<file path="src/rtl/vga_sync_decoder.sv">
// Receive-side VGA timing decoder: recovers pixel coordinates and lock status
// from asynchronous hsync/vsync, checking every line and frame length.
module vga_sync_decoder #(
  parameter int H_TOTAL = 800,
  parameter int H_SYNC  = 96,
  parameter int H_BP    = 48,
  parameter int H_ACT   = 640,
  parameter int V_TOTAL = 525,
  parameter int V_SYNC  = 2,
  parameter int V_BP    = 33,
  parameter int V_ACT   = 480
) (
  input  logic       clk_25MHz,
  input  logic       rst_n,
  input  logic       hsync_in,
  input  logic       vsync_in,
  output logic [9:0] pixel_x,
  output logic [9:0] pixel_y,
  output logic       video_active,
  output logic       frame_start,
  output logic       locked,
  output logic       sync_error
);

  localparam logic [9:0]  H_LAST   = 10'(H_TOTAL - 1);
  localparam logic [9:0]  H_START  = 10'(H_SYNC + H_BP);
  localparam logic [9:0]  H_END    = 10'(H_SYNC + H_BP + H_ACT - 1);
  localparam logic [9:0]  V_START  = 10'(V_SYNC + V_BP);
  localparam logic [9:0]  V_END    = 10'(V_SYNC + V_BP + V_ACT - 1);
  localparam logic [10:0] V_LINES  = 11'(V_TOTAL);
  localparam logic [9:0]  CNT_MAX  = 10'd1023;

  typedef enum logic [1:0] {SEARCH, ACQUIRE, LOCKED} state_t;

  logic       hsync_s1_q, hsync_s2_q, hsync_prev_q;
  logic       vsync_s1_q, vsync_s2_q, vsync_prev_q;
  logic [9:0] h_cnt_q, h_cnt_d;
  logic [9:0] line_cnt_q, line_cnt_d;
  state_t     state_q;
  logic [1:0] good_frames_q;
  logic       first_line_q;
  logic       locked_q, frame_start_q, sync_error_q;
  logic       video_active_q;
  logic [9:0] pixel_x_q, pixel_y_q;

  logic        h_fall, v_fall;
  logic        line_bad, frame_bad;
  logic [10:0] frame_lines;
  logic        in_area;

  // Sync inputs idle high, so the synchronizer resets to 1 to avoid a false edge.
  always_ff @(posedge clk_25MHz or negedge rst_n) begin
    if (!rst_n) begin
      hsync_s1_q   <= 1'b1;
      hsync_s2_q   <= 1'b1;
      hsync_prev_q <= 1'b1;
      vsync_s1_q   <= 1'b1;
      vsync_s2_q   <= 1'b1;
      vsync_prev_q <= 1'b1;
    end else begin
      hsync_s1_q   <= hsync_in;
      hsync_s2_q   <= hsync_s1_q;
      hsync_prev_q <= hsync_s2_q;
      vsync_s1_q   <= vsync_in;
      vsync_s2_q   <= vsync_s1_q;
      vsync_prev_q <= vsync_s2_q;
    end
  end

  assign h_fall = hsync_prev_q & ~hsync_s2_q;
  assign v_fall = vsync_prev_q & ~vsync_s2_q;

  // A coincident hsync fall still belongs to the frame that is ending.
  assign frame_lines = {1'b0, line_cnt_q} + {10'd0, h_fall};
  assign line_bad    = h_fall & ~first_line_q & (h_cnt_q != H_LAST);
  assign frame_bad   = v_fall & (frame_lines != V_LINES);

  always_comb begin
    h_cnt_d = h_cnt_q;
    if (h_fall) begin
      h_cnt_d = 10'd0;
    end else if (h_cnt_q != CNT_MAX) begin
      h_cnt_d = h_cnt_q + 10'd1;
    end
  end

  always_comb begin
    line_cnt_d = line_cnt_q;
    if (v_fall) begin
      line_cnt_d = 10'd0;
    end else if (h_fall && (line_cnt_q != CNT_MAX)) begin
      line_cnt_d = line_cnt_q + 10'd1;
    end
  end

  always_ff @(posedge clk_25MHz or negedge rst_n) begin
    if (!rst_n) begin
      h_cnt_q    <= 10'd0;
      line_cnt_q <= 10'd0;
    end else begin
      h_cnt_q    <= h_cnt_d;
      line_cnt_q <= line_cnt_d;
    end
  end

  // The first hsync fall after (re)entering SEARCH ends a line of unknown start.
  always_ff @(posedge clk_25MHz or negedge rst_n) begin
    if (!rst_n) begin
      state_q       <= SEARCH;
      good_frames_q <= 2'd0;
      first_line_q  <= 1'b1;
      locked_q      <= 1'b0;
      frame_start_q <= 1'b0;
      sync_error_q  <= 1'b0;
    end else begin
      frame_start_q <= 1'b0;
      sync_error_q  <= 1'b0;
      if (h_fall) begin
        first_line_q <= 1'b0;
      end
      case (state_q)
        SEARCH: begin
          if (v_fall) begin
            state_q       <= ACQUIRE;
            good_frames_q <= 2'd0;
          end
        end
        ACQUIRE: begin
          if (line_bad || frame_bad) begin
            state_q      <= SEARCH;
            sync_error_q <= 1'b1;
            first_line_q <= 1'b1;
          end else if (v_fall) begin
            frame_start_q <= 1'b1;
            good_frames_q <= good_frames_q + 2'd1;
            if (good_frames_q == 2'd1) begin
              state_q  <= LOCKED;
              locked_q <= 1'b1;
            end
          end
        end
        LOCKED: begin
          if (line_bad || frame_bad) begin
            state_q      <= SEARCH;
            sync_error_q <= 1'b1;
            first_line_q <= 1'b1;
            locked_q     <= 1'b0;
          end else if (v_fall) begin
            frame_start_q <= 1'b1;
          end
        end
        default: begin
          state_q  <= SEARCH;
          locked_q <= 1'b0;
        end
      endcase
    end
  end

  assign in_area = (h_cnt_q >= H_START) && (h_cnt_q <= H_END) &&
                   (line_cnt_q >= V_START) && (line_cnt_q <= V_END);

  always_ff @(posedge clk_25MHz or negedge rst_n) begin
    if (!rst_n) begin
      video_active_q <= 1'b0;
      pixel_x_q      <= 10'd0;
      pixel_y_q      <= 10'd0;
    end else if (locked_q && in_area) begin
      video_active_q <= 1'b1;
      pixel_x_q      <= h_cnt_q - H_START;
      pixel_y_q      <= line_cnt_q - V_START;
    end else begin
      video_active_q <= 1'b0;
      pixel_x_q      <= 10'd0;
      pixel_y_q      <= 10'd0;
    end
  end

  assign pixel_x      = pixel_x_q;
  assign pixel_y      = pixel_y_q;
  assign video_active = video_active_q;
  assign frame_start  = frame_start_q;
  assign locked       = locked_q;
  assign sync_error   = sync_error_q;

endmodule

</file>
<file path="config.mk">
export PLATFORM = sky130hd
export DESIGN_NAME = vga_sync_decoder
export DESIGN_NICKNAME = d
export VERILOG_FILES = /design/src/rtl/vga_sync_decoder.sv
export SDC_FILE = /design/constraint.sdc
export NUM_CORES = 1
export LEC_CHECK = 0
export ABC_AREA = 1
export BUFFER_PORTS_ARGS = -buffer_cell sky130_fd_sc_hd__buf_2
export CORE_ASPECT_RATIO = 0.9
export CORE_MARGIN = 10
export CORE_UTILIZATION = 45
export DETAILED_ROUTE_END_ITERATION = 16
export GPL_ROUTABILITY_DRIVEN = 1
export PLACE_DENSITY = 0.7
export SYNTH_ARGS = -nofsm -noshare
export SYNTH_HDL_FRONTEND = slang
export SYNTH_SLANG_ARGS = --single-unit
</file>
<file path="constraint.sdc">
create_clock -name clk_25MHz -period 6.6 [get_ports clk_25MHz]
set_input_delay 1.32 -clock clk_25MHz [delete_from_list [all_inputs] [get_ports clk_25MHz]]
set_output_delay 1.32 -clock clk_25MHz [all_outputs]
set_load 0.02 [all_outputs]
</file>
# ---- After elaboration in Yosys (flattened, before gate mapping)
# Cells that the tools add are included.
dict set report word_totals {
  register_bits 55
  word_cells 94
}
dict set report op_classes {
  n_bitwise 9
  order_cmp 4
  addsub 6
  reduce_logical 14
  n_eq_ne 14
  n_mux 30
}
# operator count
set op_table {}
lappend op_table {{2-to-1 mux 10 bit} 6}
lappend op_table {{inequality test 10 bit, second input constant} 3}
lappend op_table {{adder 10 x 1 -> 10 bit, second input constant} 2}
lappend op_table {{less-or-equal comparator 10 bit, second input constant} 2}
lappend op_table {{2-to-1 mux 2 bit} 8}
lappend op_table {{2-to-1 mux 1 bit} 13}
lappend op_table {{adder 10 x 1 -> 11 bit} 1}
lappend op_table {{inequality test 11 x 10 -> 1 bit, second input constant} 1}
lappend op_table {{greater-or-equal comparator 10 x 6 -> 1 bit, second input constant} 1}
lappend op_table {{greater-or-equal comparator 10 x 8 -> 1 bit, second input constant} 1}
lappend op_table {{inequality test 2 bit, second input constant} 5}
lappend op_table {{subtractor 10 x 6 -> 10 bit, second input constant} 1}
lappend op_table {{subtractor 10 x 8 -> 10 bit, second input constant} 1}
lappend op_table {{AND reduction 4 bit} 2}
lappend op_table {{inequality test 3 bit, second input constant} 2}
lappend op_table {{one-hot mux 2 bit (3 select lines)} 1}
lappend op_table {{nonzero test 2 bit} 3}
lappend op_table {{bitwise AND 1 bit} 5}
lappend op_table {{logical AND 1 bit} 5}
lappend op_table {{AND reduction 5 bit} 1}
lappend op_table {{== test 2 x 1 -> 1 bit, second input constant} 2}
lappend op_table {{inverter 1 bit} 4}
lappend op_table {{one-hot mux 2 bit (2 select lines)} 1}
lappend op_table {{one-hot mux 1 bit (3 select lines)} 1}
lappend op_table {{other kinds (5)} 5}

# ---- Logic depth before layout (Yosys ltp)
# Gate-level depths: netlist of run 1.
dict set report depth {
  ltp_word 8
  ltp_mapped 14
}

# ---- Worst setup path before layout of run 1
# Ideal clock, no wire load.
dict set report synth_timing {
  path_type {reg2reg}
  startpoint {reg hsync_prev_q}
  endpoint {reg good_frames_q[0]}
  t_arrival_ns 1.997
  setup_time_ns 0.117
  required_time_ns 6.483
  stages_incl_launch_ff 15
  period_less_slack_ns 2.114
  setup_slack_ns 4.486
  path_cell_list {dfstp_2 > inv_1 > nor2_1 > ha_1 > ha_1 > inv_1 > nand2_1 > nor2_1 > nand3_1 > o21bai_2 > nand2_1 > nand2_1 > nand3_1 > nand2_1 > nand2_1}
}
dict set report synth_between {
  elab_chain_cells 7
  word_cells_on_any_way 9
  cone_classes {add/sub (1); eq/ne (2); bitwise (4); reduce/logical (2)}
}
# item line
set synth_rtl {}
lappend synth_rtl {{start, declared} 35} ;# logic hsync_s1_q, hsync_s2_q, hsync_prev_q;
lappend synth_rtl {{start signal, assigned} 63} ;# hsync_prev_q <= hsync_s2_q;
lappend synth_rtl {{bitwise AND 1 bit (*)} 70} ;# assign h_fall = hsync_prev_q & ~hsync_s2_q;
lappend synth_rtl {{adder 10 x 1 -> 11 bit} 74} ;# assign frame_lines = {1'b0, line_cnt_q} + {10'd0, h_fall};
lappend synth_rtl {{inequality test 11 x 10 -> 1 bit} 76} ;# assign frame_bad = v_fall & (frame_lines != V_LINES);
lappend synth_rtl {{bitwise AND 1 bit} 76}
lappend synth_rtl {{logical OR 1 bit (*)} 129} ;# if (line_bad || frame_bad) begin
lappend synth_rtl {{inequality test 2 bit (no line) (*)} --}
lappend synth_rtl {{AND reduction 4 bit (no line) (*)} --}
lappend synth_rtl {{end signal, assigned} 135} ;# good_frames_q <= good_frames_q + 2'd1;
lappend synth_rtl {{end, declared} 40} ;# logic [1:0] good_frames_q;
# Mark *: on every way between the ends. The rest lies on a longest branch, timed or not.
# A chain may end at the register's enable or synchronous reset.

# ---- Worst setup path after layout of run 1
# Same ends and word-level chain as after synthesis.

==> results of run 1 <==
## placed cells by master, fill, tap and decap left out, types with 2 or more instances in the layout
master,n
nand2_1,68
o21ai_1,4
nand3b_1,2
xor2_1,7
nor2_1,46
nand3_1,23
o21ai_0,11
dfstp_2,7
nand2_2,3
clkbuf_8,5
buf_2,27
a21oi_1,14
dfrtp_1,48
nor2_2,4
nand4_1,3
o22ai_1,2
inv_1,41
nor3_2,3
nor3_1,4
inv_2,5
ha_1,14
## cell usage after synthesis, drive strengths merged
library cell  instances  area, sq um
nand2                72          285
nor2                 50          198
dfrtp                48         1200
inv                  46          173
nand3                24          125
a21oi                15         78.8
o21ai                15         75.1
ha                   14          175
dfstp                 7          184
nor3                  7         50.1
xor2                  7         61.3
buf                   3         33.8
clkbuf                3         12.5
nand4                 3         18.8
nand3b                2         15.0
nor3b                 2         20.0
o22ai                 2         12.5
a211oi                1         7.51
a22oi                 1         7.51
a31oi                 1         6.26
o2111ai               1         8.76
o211ai                1         7.51
o21a                  1         7.51
o21bai                1         11.3
o31ai                 1         7.51
or2                   1         6.26
## cell type report
cell class                      instances  area, sq um  area share [%]
Clock inverter                          3         22.5           0.734
Sequential cell                        55         1390            45.2
Tap cell                               72         90.1            2.94
Timing Repair Buffer                   28          143            4.65
Inverter                               46          173            5.63
Multi-Input combinational cell        222         1180            38.6
Clock buffer                            5         68.8            2.24
## final timing paths
check | from | end | slack (ps)
min reg2reg | vsync_s1_q | vsync_s2_q | 360
min | vsync_s1_q | vsync_s2_q | 360
max | hsync_prev_q | good_frames_q[0] | 4260
min in group asynchronous | rst_n | good_frames_q[1] | 1110
max in group asynchronous | rst_n | locked | 5020
max reg2reg | hsync_prev_q | good_frames_q[0] | 4260
## power groups by stage
| stage | Sequential (uW) | Combinational, uW | Clock [uW] |
|---|---|---|---|
| CTS | 406 | 194 | 199 |
| finish | 406 | 190 | 190 |
| global route | 411 | 224 | 211 |
| global placement | 413 | 189 | 0 |
| detailed placement | 412 | 193 | 0 |
| floorplan | 409 | 144 | 0 |
## stage by stage
stage	hold WS (ps)	total power [uW]	setup WS, ps	util (%)	area [sq um]
final	361	786	4260	50.4	3070
after global routing	367	846	4010	50.4	3070
after CTS	362	799	4230	50.4	3070
after detailed placement	347	606	4230	48.9	2980
after global placement	346	601	4360	48.9	2980
after floorplan	345	553	4490	-	2790
## kinds of logic (layout without fill, tap and decap cells)
family	after synthesis	after routing
flip-flops	55	55
buffers and inverters	52	82
AND/OR/NAND/NOR	161	161
XOR/XNOR	7	7
AO/OA/AOI/OAI	40	40
adder cells (fa/ha/maj)	14	14
## critical path, cell delays in order (launching register included)
cell	delay, ps
dfstp_2	520
inv_1	30
nor2_1	330
ha_1	280
ha_1	240
inv_1	50
nand2_1	40
nor2_1	90
nand3_1	90
o21bai_2	150
nand2_1	120
nand2_1	90
nand3_1	90
nand2_1	70
nand2_1	50
## registers in the layout (all words and copies together), names as in the netlist
register       count
hsync_s2_q         1
hsync_s1_q         1
h_cnt_q           10
pixel_y           10
pixel_x           10
sync_error         1
video_active       1
frame_start        1
vsync_s2_q         1
hsync_prev_q       1
state_q            2
locked             1
vsync_prev_q       1
vsync_s1_q         1
line_cnt_q        10
good_frames_q      2
first_line_q       1
## per-layer routing
metal  GRT usage [%]  vias to the layer above
li1                -                     1103
met3            2.85                        5
met2            16.7                       51
met5               0                        -
met1            15.9                      951
met4            4.17                        0
==> flow_metrics.env, run 1 <==
export IMPL_dieArea_sq_um=9750
export IMPL_final_max_slew_viol_count=0
export IMPL_cts_sinks=55
export IMPL_initial_utilization_pct=45.9
export IMPL_drc=0
export IMPL_num_io_pins=28
export IMPL_min_period_ps=2340
export IMPL_internal_power_uw=521
export IMPL_syn_area_sq_um=2790
export IMPL_grt_pass1_vias=1963
export IMPL_cap_violations=0
export IMPL_cts_hold_fix_buffers=0
export IMPL_top_layer="met4"
export IMPL_wl_met1_um=2620
export IMPL_antenna_cells=0
export IMPL_required_ps=6800
export IMPL_ys_seq_elements=55
export IMPL_layout_cells_non_filler=431
export IMPL_synth_top_family_by_area="simple AND/OR/NAND/NOR gates"
export IMPL_route_met3_wl_um=366
export IMPL_h_tree_depth=2
export IMPL_clk_pin_slew_worst_paths_ps=100
export IMPL_clk_latency_ps=310
export IMPL_finalCritPeriodShare_pct=35.4
export IMPL_rsz0062_at_grt="false"
export IMPL_peakVddDrop_mv=0.139
export IMPL_gp_congestion=0.866
export IMPL_wl_per_cell_um=12.1
export IMPL_switchingPower_uw=265
export IMPL_status="finished clean"
export IMPL_p_per_area_nw_per_um2=256
export IMPL_postCtsSetupRepairBufs=0
export IMPL_synth_compound_area_share_pct=8.25
export IMPL_critPathKind="register to register"
export IMPL_syn_nets=347
export IMPL_finalSetupTns_ps=0
export IMPL_track_usage_pct=11.4
export IMPL_grt_pass1_wl_um=8940
export IMPL_avgSynthCellArea_sq_um=8.48
export IMPL_fillers=581
export IMPL_cts_root_buf="clkbuf_8"
export IMPL_dpl_hpwl_um=3890
export IMPL_yosys_warnings=0
export IMPL_p_leak_uw=0.00164
export IMPL_met2_length_um=2150
export IMPL_ant_nets=0
export IMPL_relSlewSlack_pct=54.6
export IMPL_nNetsFinal=376
export IMPL_dr_pass1_iters=4
export IMPL_fp_dieW_um=103
export IMPL_yosysSeqAreaShare_pct=49.7
export IMPL_synthMuxAreaShare_pct=0
export IMPL_drt_iter0_markers=122
export IMPL_placedCellCount=423
export IMPL_cts_resized=0
export IMPL_antenna_found_initial=0
export IMPL_hold_depth=0
export IMPL_switching_share_pct=33.7
export IMPL_cp_start_kind="register"
export IMPL_die_h_um=94.7
export IMPL_core_area_sq_um=6080
export IMPL_worst_pin_slew_ps=681
export IMPL_wl_um=5200
export IMPL_clock_path_buffers=2
export IMPL_synthAdderAreaFrac_pct=6.28
export IMPL_comb_power_share_pct=24.2
export IMPL_ys_types=36
export IMPL_timing_final_hold_violations=0
export IMPL_gr_total_overflow=0
export IMPL_grt_max_degree=56
export IMPL_cts_tree="yes"
export IMPL_viasPerCell=4.90
export IMPL_cp_arrival_ps=2530
export IMPL_power_share_clock_pct=24.1
export IMPL_rows=27
export IMPL_cts_made_buffers=5
export IMPL_finClkSkew_ps=13.6
export IMPL_hold_class="register to register"
export IMPL_setup_violations=0
export IMPL_endpoint_kind="register"
export IMPL_drive_gt1_share_pct=17.8
export IMPL_synth_xor_area_share_pct=2.20
export IMPL_syn_inst=329
export IMPL_syn_to_final_growth_pct=9.96
export IMPL_fmax_mhz=428
export IMPL_num_vias=2110
export IMPL_r2r_cells=14
export IMPL_port_buffers=27
export IMPL_synthSimpleGateAreaFrac_pct=25.8
export IMPL_power_frac_seq_pct=51.6
export IMPL_cp_max_fo=6
(Power assumes the default switching activity.)
==> inputs of run 2 (changes only) <==
==> constraint.sdc (replaced) <==
create_clock -name clk_25MHz -period 2.3 [get_ports clk_25MHz]
set_input_delay 0.46 -clock clk_25MHz [delete_from_list [all_inputs] [get_ports clk_25MHz]]
set_output_delay 0.46 -clock clk_25MHz [all_outputs]
set_load 0.02 [all_outputs]
==> run 2 against run 1 <==
Compared with the run above:
- wire length up 5.8%
- clock power rose to 2.9 times the previous value
- final area up 0.57%
- critical path type unchanged
- critical endpoint is now good_frames_q[1]
- largest cell class unchanged
- largest power group unchanged
- highest routed layer unchanged
==> flow_metrics.env, run 2 (synthesis results as in run 1) <==
export IMPL_cts_root_buf="clkbuf_8"
export IMPL_dpl_hpwl_um=4030
export IMPL_layout_cells_non_filler=433
export IMPL_relSlewSlack_pct=54.0
export IMPL_gp_congestion=0.951
export IMPL_fp_dieW_um=103
export IMPL_dr_pass1_iters=4
export IMPL_final_max_slew_viol_count=0
export IMPL_drc=0
export IMPL_p_per_area_nw_per_um2=738
export IMPL_gr_total_overflow=0
export IMPL_cp_arrival_ps=2280
export IMPL_grt_max_degree=56
export IMPL_track_usage_pct=11.9
export IMPL_timing_final_hold_violations=0
export IMPL_hold_class="input port to asynchronous set/reset pin"
export IMPL_antenna_cells=0
export IMPL_drt_iter0_markers=145
export IMPL_final_common_cell="nand2_1"
export IMPL_core_area_sq_um=6080
export IMPL_finalCritPeriodShare_pct=89.9
export IMPL_h_tree_depth=2
export IMPL_min_period_ps=2070
export IMPL_required_ps=2520
export IMPL_peakVddDrop_mv=0.411
export IMPL_grt_pass1_vias=2014
export IMPL_dieArea_sq_um=9750
export IMPL_cts_hold_fix_buffers=0
export IMPL_cp_max_fo=3
export IMPL_layout_common_cells="nand2_1, dfrtp_1, nor2_1, inv_1, buf_2"
export IMPL_p_leak_uw=0.00164
export IMPL_cts_sinks=55
export IMPL_wl_um=5500
export IMPL_antenna_found_initial=0
export IMPL_status="finished clean"
export IMPL_die_h_um=94.7
export IMPL_num_io_pins=28
export IMPL_cts_tree="yes"
export IMPL_finalSetupTns_ps=0
export IMPL_viasPerCell=5.00
export IMPL_cts_made_buffers=5
export IMPL_placedCellCount=425
export IMPL_initial_utilization_pct=45.9
export IMPL_rsz0062_at_grt="false"
export IMPL_clock_path_buffers=2
export IMPL_drive_gt1_share_pct=18.6
export IMPL_endpoint_kind="register"
export IMPL_finClkSkew_ps=10.7
export IMPL_fmax_mhz=483
export IMPL_postCtsSetupRepairBufs=0
export IMPL_setup_violations=0
export IMPL_cts_resized=0
export IMPL_clk_pin_slew_worst_paths_ps=100
export IMPL_grt_pass1_wl_um=9350
export IMPL_nNetsFinal=378
export IMPL_critPathKind="register to register"
export IMPL_num_vias=2166
export IMPL_port_buffers=27
export IMPL_ant_nets=0
export IMPL_rows=27
export IMPL_clk_latency_ps=320
export IMPL_cp_start_kind="register"
export IMPL_wl_per_cell_um=12.7
export IMPL_syn_to_final_growth_pct=10.6
export IMPL_cap_violations=0
export IMPL_worst_pin_slew_ps=691
[run 2: critical path: stages (launching register included)]
cell and delay (ps):
dfstp_2 530, inv_1 30, nor2_1 120, ha_2 210
ha_1 220, inv_1 50, nand2_1 50, nor2_1 100
nand3_1 90, o21bai_2 170, nand2_2 90, nand2_1 80
nand3_1 100, nand2_1 80, nand2_1 40
[run 2: layout make-up]
class                           instances  area [sq um]
Multi-Input combinational cell        222          1190
Tap cell                               72          90.1
Clock inverter                          2          16.3
Inverter                               46           173
Clock buffer                            6          72.6
Sequential cell                        55          1390
Fill cell                             575          3000
Timing Repair Buffer                   30           158
[run 2: layer usage]
| layer | global-route usage [%] | up-vias | routed length [um] |
|---|---|---|---|
| li1 | - | 1107 | - |
| met1 | 16.0 | 998 | 2720 |
| met2 | 18.2 | 51 | 2350 |
| met3 | 2.77 | 10 | 339 |
| met4 | 4.86 | 0 | 93 |
| met5 | 0 | - | 0 |
[run 2: through the flow]
step	power [uW]	hold slack, ps	utilization, %	area [sq um]	setup WS (ps)
6_report	2280	235	50.7	3080	231
3_3_place_gp	1730	346	49.2	2990	307
3_5_place_dp	1740	347	49.2	2990	226
5_1_grt	2440	216	50.7	3080	28.7
4_1_cts	2300	223	50.6	3080	186
2_1_floorplan	1590	164	-	2790	186
[run 2: worst paths after layout]
path	startpoint	endpoint	slack [ps]	cells past startpoint
min	rst_n	h_cnt_q[1]	240	2
max in group asynchronous	rst_n	line_cnt_q[8]	1580	2
min reg2reg	vsync_s1_q	vsync_s2_q	360	0
max reg2reg	hsync_prev_q	good_frames_q[1]	230	14
min in group clk_25MHz	vsync_in	vsync_s1_q	240	1
max	hsync_prev_q	good_frames_q[1]	230	14
[run 2: power by group]
group	total, uW	internal [uW]	switching [uW]
Clock	546	219	326
Sequential	1170	1080	88.8
Combinational	565	205	360
Total	2280	1500	775
==> inputs of run 3 (changes only) <==
--- a/config.mk
+++ b/config.mk
@@ -12,7 +12,7 @@
 export CORE_UTILIZATION = 45
 export DETAILED_ROUTE_END_ITERATION = 16
 export GPL_ROUTABILITY_DRIVEN = 1
-export PLACE_DENSITY = 0.7
+export PLACE_DENSITY = 0.75
 export SYNTH_ARGS = -nofsm -noshare
 export SYNTH_HDL_FRONTEND = slang
 export SYNTH_SLANG_ARGS = --single-unit
==> run 3 against run 2 <==
Compared with the run above:
- maximum frequency decreased by 0.63%
- sequential cell count is the same
- first-iteration DRC count is 34% lower
- largest cell class unchanged
==> flow_metrics.env, run 3 (synthesis results as in run 1) <==
export IMPL_status="finished clean"
export IMPL_total_power_uw=2240
export IMPL_antenna_cells=0
export IMPL_grt_pass1_vias=2019
export IMPL_r2r_end="good_frames_q[0]"
export IMPL_gr_total_overflow=0
export IMPL_h_tree_depth=2
export IMPL_rsz0062_at_grt="false"
export IMPL_initial_utilization_pct=45.9
export IMPL_cts_resized=0
export IMPL_grt_max_degree=32
export IMPL_finClkSkew_ps=7.05
export IMPL_cp_arrival_ps=2280
export IMPL_cts_sinks=55
export IMPL_r2r_cells=14
export IMPL_clock_path_buffers=2
export IMPL_r2r_start="hsync_prev_q"
export IMPL_wl_per_cell_um=12.3
export IMPL_rows=27
export IMPL_finalCritPeriodShare_pct=90.5
export IMPL_design_area_sq_um=3090
export IMPL_cts_root_buf="clkbuf_8"
export IMPL_critPathKind="register to register"
export IMPL_final_common_cell="nand2_1"
export IMPL_timing_final_hold_violations=0
export IMPL_cts_tree="yes"
export IMPL_hold_slack_ps=143
export IMPL_port_buffers=27
export IMPL_grt_pass1_wl_um=9120
export IMPL_track_usage_pct=11.4
export IMPL_gp_congestion=0.891
export IMPL_antenna_found_initial=0
export IMPL_drive_gt1_share_pct=18.6
export IMPL_cap_violations=0
export IMPL_cp_max_fo=3
export IMPL_clk_latency_ps=300
export IMPL_setup_violations=0
export IMPL_fp_dieW_um=103
export IMPL_critical_path_startpoint="hsync_prev_q"
export IMPL_postCtsSetupRepairBufs=0
export IMPL_p_leak_uw=0.00165
export IMPL_cts_hold_fix_buffers=0
export IMPL_final_max_slew_viol_count=0
export IMPL_layout_common_cells="nand2_1, dfrtp_1, nor2_1, inv_1, buf_2"
export IMPL_r2r_slack_ps=220
export IMPL_dr_pass1_iters=5
export IMPL_relSlewSlack_pct=61.6
export IMPL_drc=0
export IMPL_worst_pin_slew_ps=575
export IMPL_fmax_mhz=480
export IMPL_viasPerCell=5.09
export IMPL_cts_made_buffers=5
export IMPL_fillers=565
export IMPL_dieArea_sq_um=9750
export IMPL_core_area_sq_um=6080
export IMPL_dpl_cell_area_sq_um=3000
export IMPL_nNetsFinal=378
export IMPL_finalSetupTns_ps=0
export IMPL_die_h_um=94.7
export IMPL_endpoint_kind="register"
export IMPL_min_period_ps=2080
export IMPL_hold_class="input port to asynchronous set/reset pin"
export IMPL_dpl_hpwl_um=4010
export IMPL_num_vias=2206
export IMPL_p_per_area_nw_per_um2=725
export IMPL_num_io_pins=28
export IMPL_required_ps=2500
export IMPL_wl_um=5320
export IMPL_ant_nets=0
export IMPL_cp_start_kind="register"
export IMPL_syn_to_final_growth_pct=10.9
export IMPL_drt_iter0_markers=96
export IMPL_clk_pin_slew_worst_paths_ps=90
export IMPL_peakVddDrop_mv=0.250
## run 3: worst max path at each step
stage                            end  slack [ps]  cells past startpoint
floorplan           good_frames_q[0]         190                     14
global placement    good_frames_q[0]         300                     14
detailed placement  good_frames_q[0]         180                     14
CTS                 good_frames_q[0]         160                     14
global route        good_frames_q[0]           3                     14
finish              good_frames_q[0]         220                     14
## run 3: layout make-up
type                    count  area (sq um)  share of cell area, %
clock buffers               6          72.6                   2.35
clock inverters             2          12.5                  0.405
inverters                  46           173                   5.58
multi-input cells         222          1190                   38.5
flip-flops and latches     55          1390                   44.8
well taps                  72          90.1                   2.91
repair buffers             30           170                   5.50
## run 3: critical path, cell delays in order (launching register included)
cell	delay, ps
dfstp_2	520
inv_1	40
nor2_2	100
ha_2	200
ha_1	220
inv_1	50
nand2_1	40
nor2_1	100
nand3_1	90
o21bai_2	160
nand2_1	130
nand2_1	100
nand3_1	90
nand2_1	80
nand2_1	50
## run 3: routing by layer
metal / up-vias / wire length, um / global-route usage [%]
li1: 1109 / - / -
met3: 4 / 297 / 2.34
met4: 0 / 59 / 4.05
met2: 51 / 2430 / 17.8
met5: - / 0 / 0
met1: 1042 / 2530 / 15.3
## run 3: through the flow
step | util (%) | setup slack, ps | instances
after floorplan | - | 186 | 329
after global placement | 49.4 | 305 | 425
after detailed placement | 49.4 | 183 | 425
after CTS | 50.8 | 155 | 433
after global routing | 50.9 | 2.81 | 433
final | 50.9 | 218 | 433
## run 3: where the power goes
group          internal (uW)  switching, uW  leakage [uW]
clock network            214            302     0.0000412
logic                    206            357      0.000877
registers               1080           85.9      0.000731
total                   1500            745       0.00165
